File: src/rtl/gpu_pkg.sv
// Shared geometry-stage definitions: default coordinate width and the
// midpoint sequencer state encoding.
package gpu_pkg;

   localparam int COORD_WIDTH = 10;

   localparam logic [2:0] ST_IDLE = 3'd0;
   localparam logic [2:0] ST_CX   = 3'd1;
   localparam logic [2:0] ST_CY   = 3'd2;
   localparam logic [2:0] ST_CZ   = 3'd3;
   localparam logic [2:0] ST_OUT  = 3'd4;

   typedef enum logic [2:0] {
      IDLE = ST_IDLE,
      CX   = ST_CX,
      CY   = ST_CY,
      CZ   = ST_CZ,
      OUT  = ST_OUT
   } state_t;

endpackage

File: src/rtl/divide_by_two.sv
// Signed halving by arithmetic shift right, rounding toward minus infinity.
module divide_by_two #(
   parameter int WIDTH = 11
) (
   input  logic [WIDTH-1:0] din,
   output logic [WIDTH-1:0] dout
);

   assign dout = {din[WIDTH-1], din[WIDTH-1:1]};

endmodule

File: src/rtl/midpoint_sequencer.sv
// Midpoint of two signed vertices, one component per cycle through a single
// shared adder and halver, with valid/ready handshakes on both sides.
module midpoint_sequencer
   import gpu_pkg::*;
#(
   parameter int WIDTH = COORD_WIDTH
) (
   input  logic             clk,
   input  logic             rst,
   input  logic             start_valid,
   output logic             start_ready,
   input  logic [WIDTH-1:0] ax,
   input  logic [WIDTH-1:0] ay,
   input  logic [WIDTH-1:0] az,
   input  logic [WIDTH-1:0] bx,
   input  logic [WIDTH-1:0] by,
   input  logic [WIDTH-1:0] bz,
   output logic             m_valid,
   input  logic             m_ready,
   output logic [WIDTH-1:0] mx,
   output logic [WIDTH-1:0] my,
   output logic [WIDTH-1:0] mz,
   output logic             busy
);

   state_t state, next_state;

   logic [WIDTH-1:0] a_x, a_y, a_z, b_x, b_y, b_z;
   logic [WIDTH-1:0] a_sel, b_sel;
   logic [WIDTH:0]   sum, halved;
   logic             accept;
   logic             halved_msb_unused;

   always_ff @(posedge clk or posedge rst) begin
      if (rst) state <= IDLE;
      else     state <= next_state;
   end

   always_comb begin
      next_state  = state;
      start_ready = 1'b0;
      m_valid     = 1'b0;
      busy        = 1'b1;
      case (state)
         IDLE: begin
            start_ready = 1'b1;
            busy        = 1'b0;
            if (start_valid) next_state = CX;
         end
         CX:  next_state = CY;
         CY:  next_state = CZ;
         CZ:  next_state = OUT;
         OUT: begin
            m_valid     = 1'b1;
            start_ready = m_ready;
            if (m_ready) next_state = start_valid ? CX : IDLE;
         end
         default: next_state = IDLE;
      endcase
   end

   assign accept = start_valid & start_ready;

   always_comb begin
      a_sel = a_x;
      b_sel = b_x;
      case (state)
         CY: begin
            a_sel = a_y;
            b_sel = b_y;
         end
         CZ: begin
            a_sel = a_z;
            b_sel = b_z;
         end
         default: ;
      endcase
   end

   // One extra bit keeps the sum exact for any pair of WIDTH-bit operands.
   assign sum = {a_sel[WIDTH-1], a_sel} + {b_sel[WIDTH-1], b_sel};

   divide_by_two #(.WIDTH(WIDTH + 1)) u_halve (
      .din  (sum),
      .dout (halved)
   );

   // The halved sum always fits in WIDTH bits, so its top bit is a copy of the sign.
   assign halved_msb_unused = halved[WIDTH];

   always_ff @(posedge clk or posedge rst) begin
      if (rst) begin
         a_x <= '0;
         a_y <= '0;
         a_z <= '0;
         b_x <= '0;
         b_y <= '0;
         b_z <= '0;
         mx  <= '0;
         my  <= '0;
         mz  <= '0;
      end else begin
         if (accept) begin
            a_x <= ax;
            a_y <= ay;
            a_z <= az;
            b_x <= bx;
            b_y <= by;
            b_z <= bz;
         end
         case (state)
            CX:      mx <= halved[WIDTH-1:0];
            CY:      my <= halved[WIDTH-1:0];
            CZ:      mz <= halved[WIDTH-1:0];
            default: ;
         endcase
      end
   end

endmodule

File: config.mk
export PLATFORM = sky130hd
export DESIGN_NAME = midpoint_sequencer
export DESIGN_NICKNAME = d
export VERILOG_FILES = /design/src/rtl/gpu_pkg.sv /design/src/rtl/divide_by_two.sv /design/src/rtl/midpoint_sequencer.sv
export SDC_FILE = /design/constraint.sdc
export NUM_CORES = 1
export LEC_CHECK = 0
export ABC_AREA = 1
export BUFFER_PORTS_ARGS = -buffer_cell sky130_fd_sc_hd__clkbuf_2
export CAP_MARGIN = 25
export CORE_ASPECT_RATIO = 1.4
export CORE_MARGIN = 2
export CORE_UTILIZATION = 45
export DETAILED_ROUTE_END_ITERATION = 10
export GPL_TIMING_DRIVEN = 1
export PLACE_DENSITY = 0.79
export SETUP_SLACK_MARGIN = 0.05
export SLEW_MARGIN = 20
export SYNTH_ARGS = -nofsm -noshare
export SYNTH_HDL_FRONTEND = slang
export SYNTH_HIERARCHICAL = 1
export SYNTH_SLANG_ARGS = --single-unit
export TNS_END_PERCENT = 100
File: constraint.sdc
create_clock -name clk -period 8.6 [get_ports clk]
set_input_delay 1.72 -clock clk [delete_from_list [all_inputs] [get_ports clk]]
set_output_delay 1.72 -clock clk [all_outputs]
set_load 0.03 [all_outputs]
==> flow_summary.html <==
<table>
<tr><th>Metric</th><th>Value</th></tr>
<tr><th colspan="2">Outcome</th></tr>
<tr><td>Outcome</td><td>complete, no violations</td></tr>
<tr><th colspan="2">Worst setup path</th></tr>
<tr><td>Kind of launch point of the worst setup path</td><td>input port</td></tr>
<tr><td>Crit. End Element</td><td>output pin</td></tr>
<tr><td>Worst path required time</td><td>6.88 ns</td></tr>
<tr><td>Arrival time worst endpoint</td><td>2.83 ns</td></tr>
<tr><td>Highest net fanout along the worst path</td><td>61</td></tr>
<tr><td>Worst reg2reg endpoint</td><td>my[7]</td></tr>
<tr><td>Depth of the most critical reg-to-reg path</td><td>18</td></tr>
<tr><td>Launch point of the worst reg-to-reg path</td><td>state[2]</td></tr>
<tr><td>Reg-to-reg setup timing slack</td><td>5.14 ns</td></tr>
<tr><td>Setup Crit Path Kind</td><td>input port to output pin</td></tr>
<tr><th colspan="2">Placed design</th></tr>
<tr><td>Placed Cells incl. Taps</td><td>about 770</td></tr>
<tr><td>Number of input and output port buffers inserted</td><td>96</td></tr>
<tr><td>Post-place instance area</td><td>around 5000 sq um</td></tr>
<tr><td>Total half-perimeter wirelength after legalization and detailed placement</td><td>7463 um</td></tr>
<tr><td>Gp weighted congestion</td><td>0.8774</td></tr>
<tr><th colspan="2">Clock network</th></tr>
<tr><td>Number of buffers created by CTS</td><td>9</td></tr>
<tr><td>Count of buffers added by post-CTS timing repair for setup</td><td>0</td></tr>
<tr><td>Register clock-pin slew on the reported worst setup and hold paths</td><td>0.06 ns</td></tr>
<tr><td>PostCTS Resize Cnt</td><td>0</td></tr>
<tr><td>TritonCTS clock tree</td><td>yes</td></tr>
<tr><td>Clock root buffer master</td><td>sky130_fd_sc_hd__clkbuf_16</td></tr>
<tr><td>Clk sink count</td><td>93</td></tr>
<tr><td>Clock latency reported for the late side of the worst-skew pair</td><td>0.34 ns</td></tr>
<tr><td>Clk buf depth</td><td>2</td></tr>
<tr><td>Hold-fix buffers at CTS</td><td>0</td></tr>
<tr><td>CTS H-tree lvls</td><td>3</td></tr>
<tr><th colspan="2">Floorplan</th></tr>
<tr><td>IO Count</td><td>97</td></tr>
<tr><td>Starting Density</td><td>0.4585</td></tr>
<tr><td>Die ar.</td><td>10860 sq um</td></tr>
<tr><td>Die width</td><td>between 80 and 90 um</td></tr>
<tr><td>Y dimension of the die</td><td>between 100 and 150 um</td></tr>
<tr><td>Floorplan core area</td><td>9846 sq um</td></tr>
<tr><td>Core Rows</td><td>43</td></tr>
<tr><th colspan="2">STA</th></tr>
<tr><td>Max-slew violation total from the final report</td><td>0</td></tr>
<tr><td>Remaining max-slew budget at the tightest pin</td><td>0.5252</td></tr>
<tr><td>Worst Max-Slew Pin Slew</td><td>0.7102 ns</td></tr>
<tr><td>Final worst path period share</td><td>0.5288</td></tr>
<tr><td>Clock period minus final worst setup slack</td><td>4.548 ns</td></tr>
<tr><td>Unrepaired setup endpoints after global routing</td><td>no</td></tr>
<tr><td>Number of failing hold endpoints at the final stage</td><td>0</td></tr>
<tr><td>Highest clock frequency the design can meet</td><td>219.9 MHz</td></tr>
<tr><td>Worst clock skew on the final layout</td><td>0.007423 ns</td></tr>
<tr><td>Setup_tns</td><td>0 ns</td></tr>
<tr><td>Final setup violation count</td><td>0</td></tr>
<tr><th colspan="2">Route</th></tr>
<tr><td>Iter 0 DRT Violations</td><td>roughly 220</td></tr>
<tr><td>Count of TritonRoute iterations in the first routing pass</td><td>4</td></tr>
<tr><td>Detailed-route vias per instance</td><td>5.032</td></tr>
<tr><td>Total Wirelength</td><td>10430 um</td></tr>
<tr><td>Detail-routed net length per standard cell</td><td>13.38 um</td></tr>
<tr><td>Total via count in the routed design</td><td>3925</td></tr>
<tr><td>DRC errors left</td><td>0</td></tr>
<tr><td>Remaining antenna violation count</td><td>0</td></tr>
<tr><th colspan="2">Yosys</th></tr>
<tr><td>Yosys warning count</td><td>6</td></tr>
<tr><td>Mapped Nets</td><td>between 600 and 700</td></tr>
<tr><td>Gate Count Post-Synth</td><td>approximately 570</td></tr>
<tr><td>Mapped Avg Cell Area</td><td>7.906 sq um</td></tr>
<tr><td>Netlist area before placement</td><td>4514 sq um</td></tr>
<tr><th colspan="2">Global route</th></tr>
<tr><td>Maximum number of pins on one net before global-route repair</td><td>63</td></tr>
<tr><td>Total grt overflow</td><td>0</td></tr>
<tr><td>Number of antenna violations at the first check in global routing</td><td>0</td></tr>
<tr><td>Number of global-route vias before repair</td><td>between 3000 and 4000</td></tr>
<tr><td>Global-route wire length before repair</td><td>roughly 18000 um</td></tr>
<tr><td>Total global-route track usage</td><td>0.2079</td></tr>
<tr><th colspan="2">Job</th></tr>
<tr><td># Max-Cap Violations</td><td>0</td></tr>
<tr><th colspan="2">Worst hold path</th></tr>
<tr><td>Hold-critical path endpoint</td><td>b_x[7]</td></tr>
<tr><td>Hold depth</td><td>2</td></tr>
<tr><td>Hold/Removal Path Class</td><td>register to register</td></tr>
<tr><td>HP Start</td><td>b_x[7]</td></tr>
<tr><th colspan="2">Finish</th></tr>
<tr><td>Number of diodes</td><td>0</td></tr>
<tr><td>Layout cell share with drive strength beyond 1</td><td>0.1860</td></tr>
<tr><td>Post-Layout Inst Area</td><td>5321 sq um</td></tr>
<tr><td>Share of the core filled with cells</td><td>0.5405</td></tr>
<tr><td>Relative area change from synthesis to final layout</td><td>17.88%</td></tr>
<tr><td>Final cell count without fillers</td><td>between 700 and 800</td></tr>
<tr><td>Final #Nets</td><td>719</td></tr>
</table>
-- flip-flops by register name, indices dropped and copies added, names as in the netlist --
signal	flops
a_y	10
state	3
my	10
b_x	10
a_z	10
b_y	10
b_z	10
mx	10
mz	10
a_x	10
-- layer usage --
layer,up-vias,track usage,part of all wire
li1,1966,-,-
met1,1824,0.2665,0.43
met2,116,0.3321,0.49
met3,19,0.03833,0.044
met4,0,0.1070,0.034
met5,-,0,0
-- worst max path at each step --
| stage | startpoint | end | slack (ns) |
|---|---|---|---|
| 2_1_floorplan | rst | a_x[0] | 4.46 |
| 3_3_place_gp | m_ready | start_ready | 4.09 |
| 3_5_place_dp | m_ready | start_ready | 4.04 |
| 4_1_cts | m_ready | start_ready | 4.04 |
| 5_1_grt | m_ready | start_ready | 3.98 |
| 6_report | m_ready | start_ready | 4.05 |
-- through the flow --
stage          setup slack, ns  hold WS, ns
2_1_floorplan            4.460       0.4422
6_report                 4.052       0.4714
3_5_place_dp             4.044       0.4588
5_1_grt                  3.976       0.4855
3_3_place_gp             4.093       0.4543
4_1_cts                  4.040       0.4738
-- critical path: stages --
cell	delay [ns]
sky130_fd_sc_hd__clkbuf_2	0.07
sky130_fd_sc_hd__inv_1	0.06
sky130_fd_sc_hd__a21oi_4	0.14
sky130_fd_sc_hd__buf_4	0.47
sky130_fd_sc_hd__clkbuf_2	0.31
-- cell usage in the layout (no fill, tap or decap), types with 3 or more instances in the layout --
| master | count |
|---|---|
| sky130_fd_sc_hd__ha_1 | 10 |
| sky130_fd_sc_hd__o22ai_1 | 20 |
| sky130_fd_sc_hd__buf_4 | 6 |
| sky130_fd_sc_hd__clkbuf_2 | 96 |
| sky130_fd_sc_hd__nand3_1 | 71 |
| sky130_fd_sc_hd__clkbuf_16 | 9 |
| sky130_fd_sc_hd__xor2_1 | 3 |
| sky130_fd_sc_hd__nor2_1 | 55 |
| sky130_fd_sc_hd__a21oi_1 | 5 |
| sky130_fd_sc_hd__nand2_1 | 197 |
| sky130_fd_sc_hd__dfrtp_1 | 93 |
| sky130_fd_sc_hd__inv_1 | 34 |
| sky130_fd_sc_hd__o21ai_0 | 32 |
-- final cells by class --
| type | count | area (sq um) |
|---|---|---|
| flip-flops and latches | 93 | 2327 |
| fillers | 919 | 4524 |
| inverters | 36 | 136.4 |
| well taps | 135 | 168.9 |
| multi-input cells | 401 | 1846 |
| clock inverters | 3 | 65.06 |
| clock buffers | 9 | 225.2 |
| repair buffers | 103 | 553.0 |
Power is left out: the tool's default activity adds up to more than one toggle a clock period on the data nets, which glitch-free logic cannot reach.
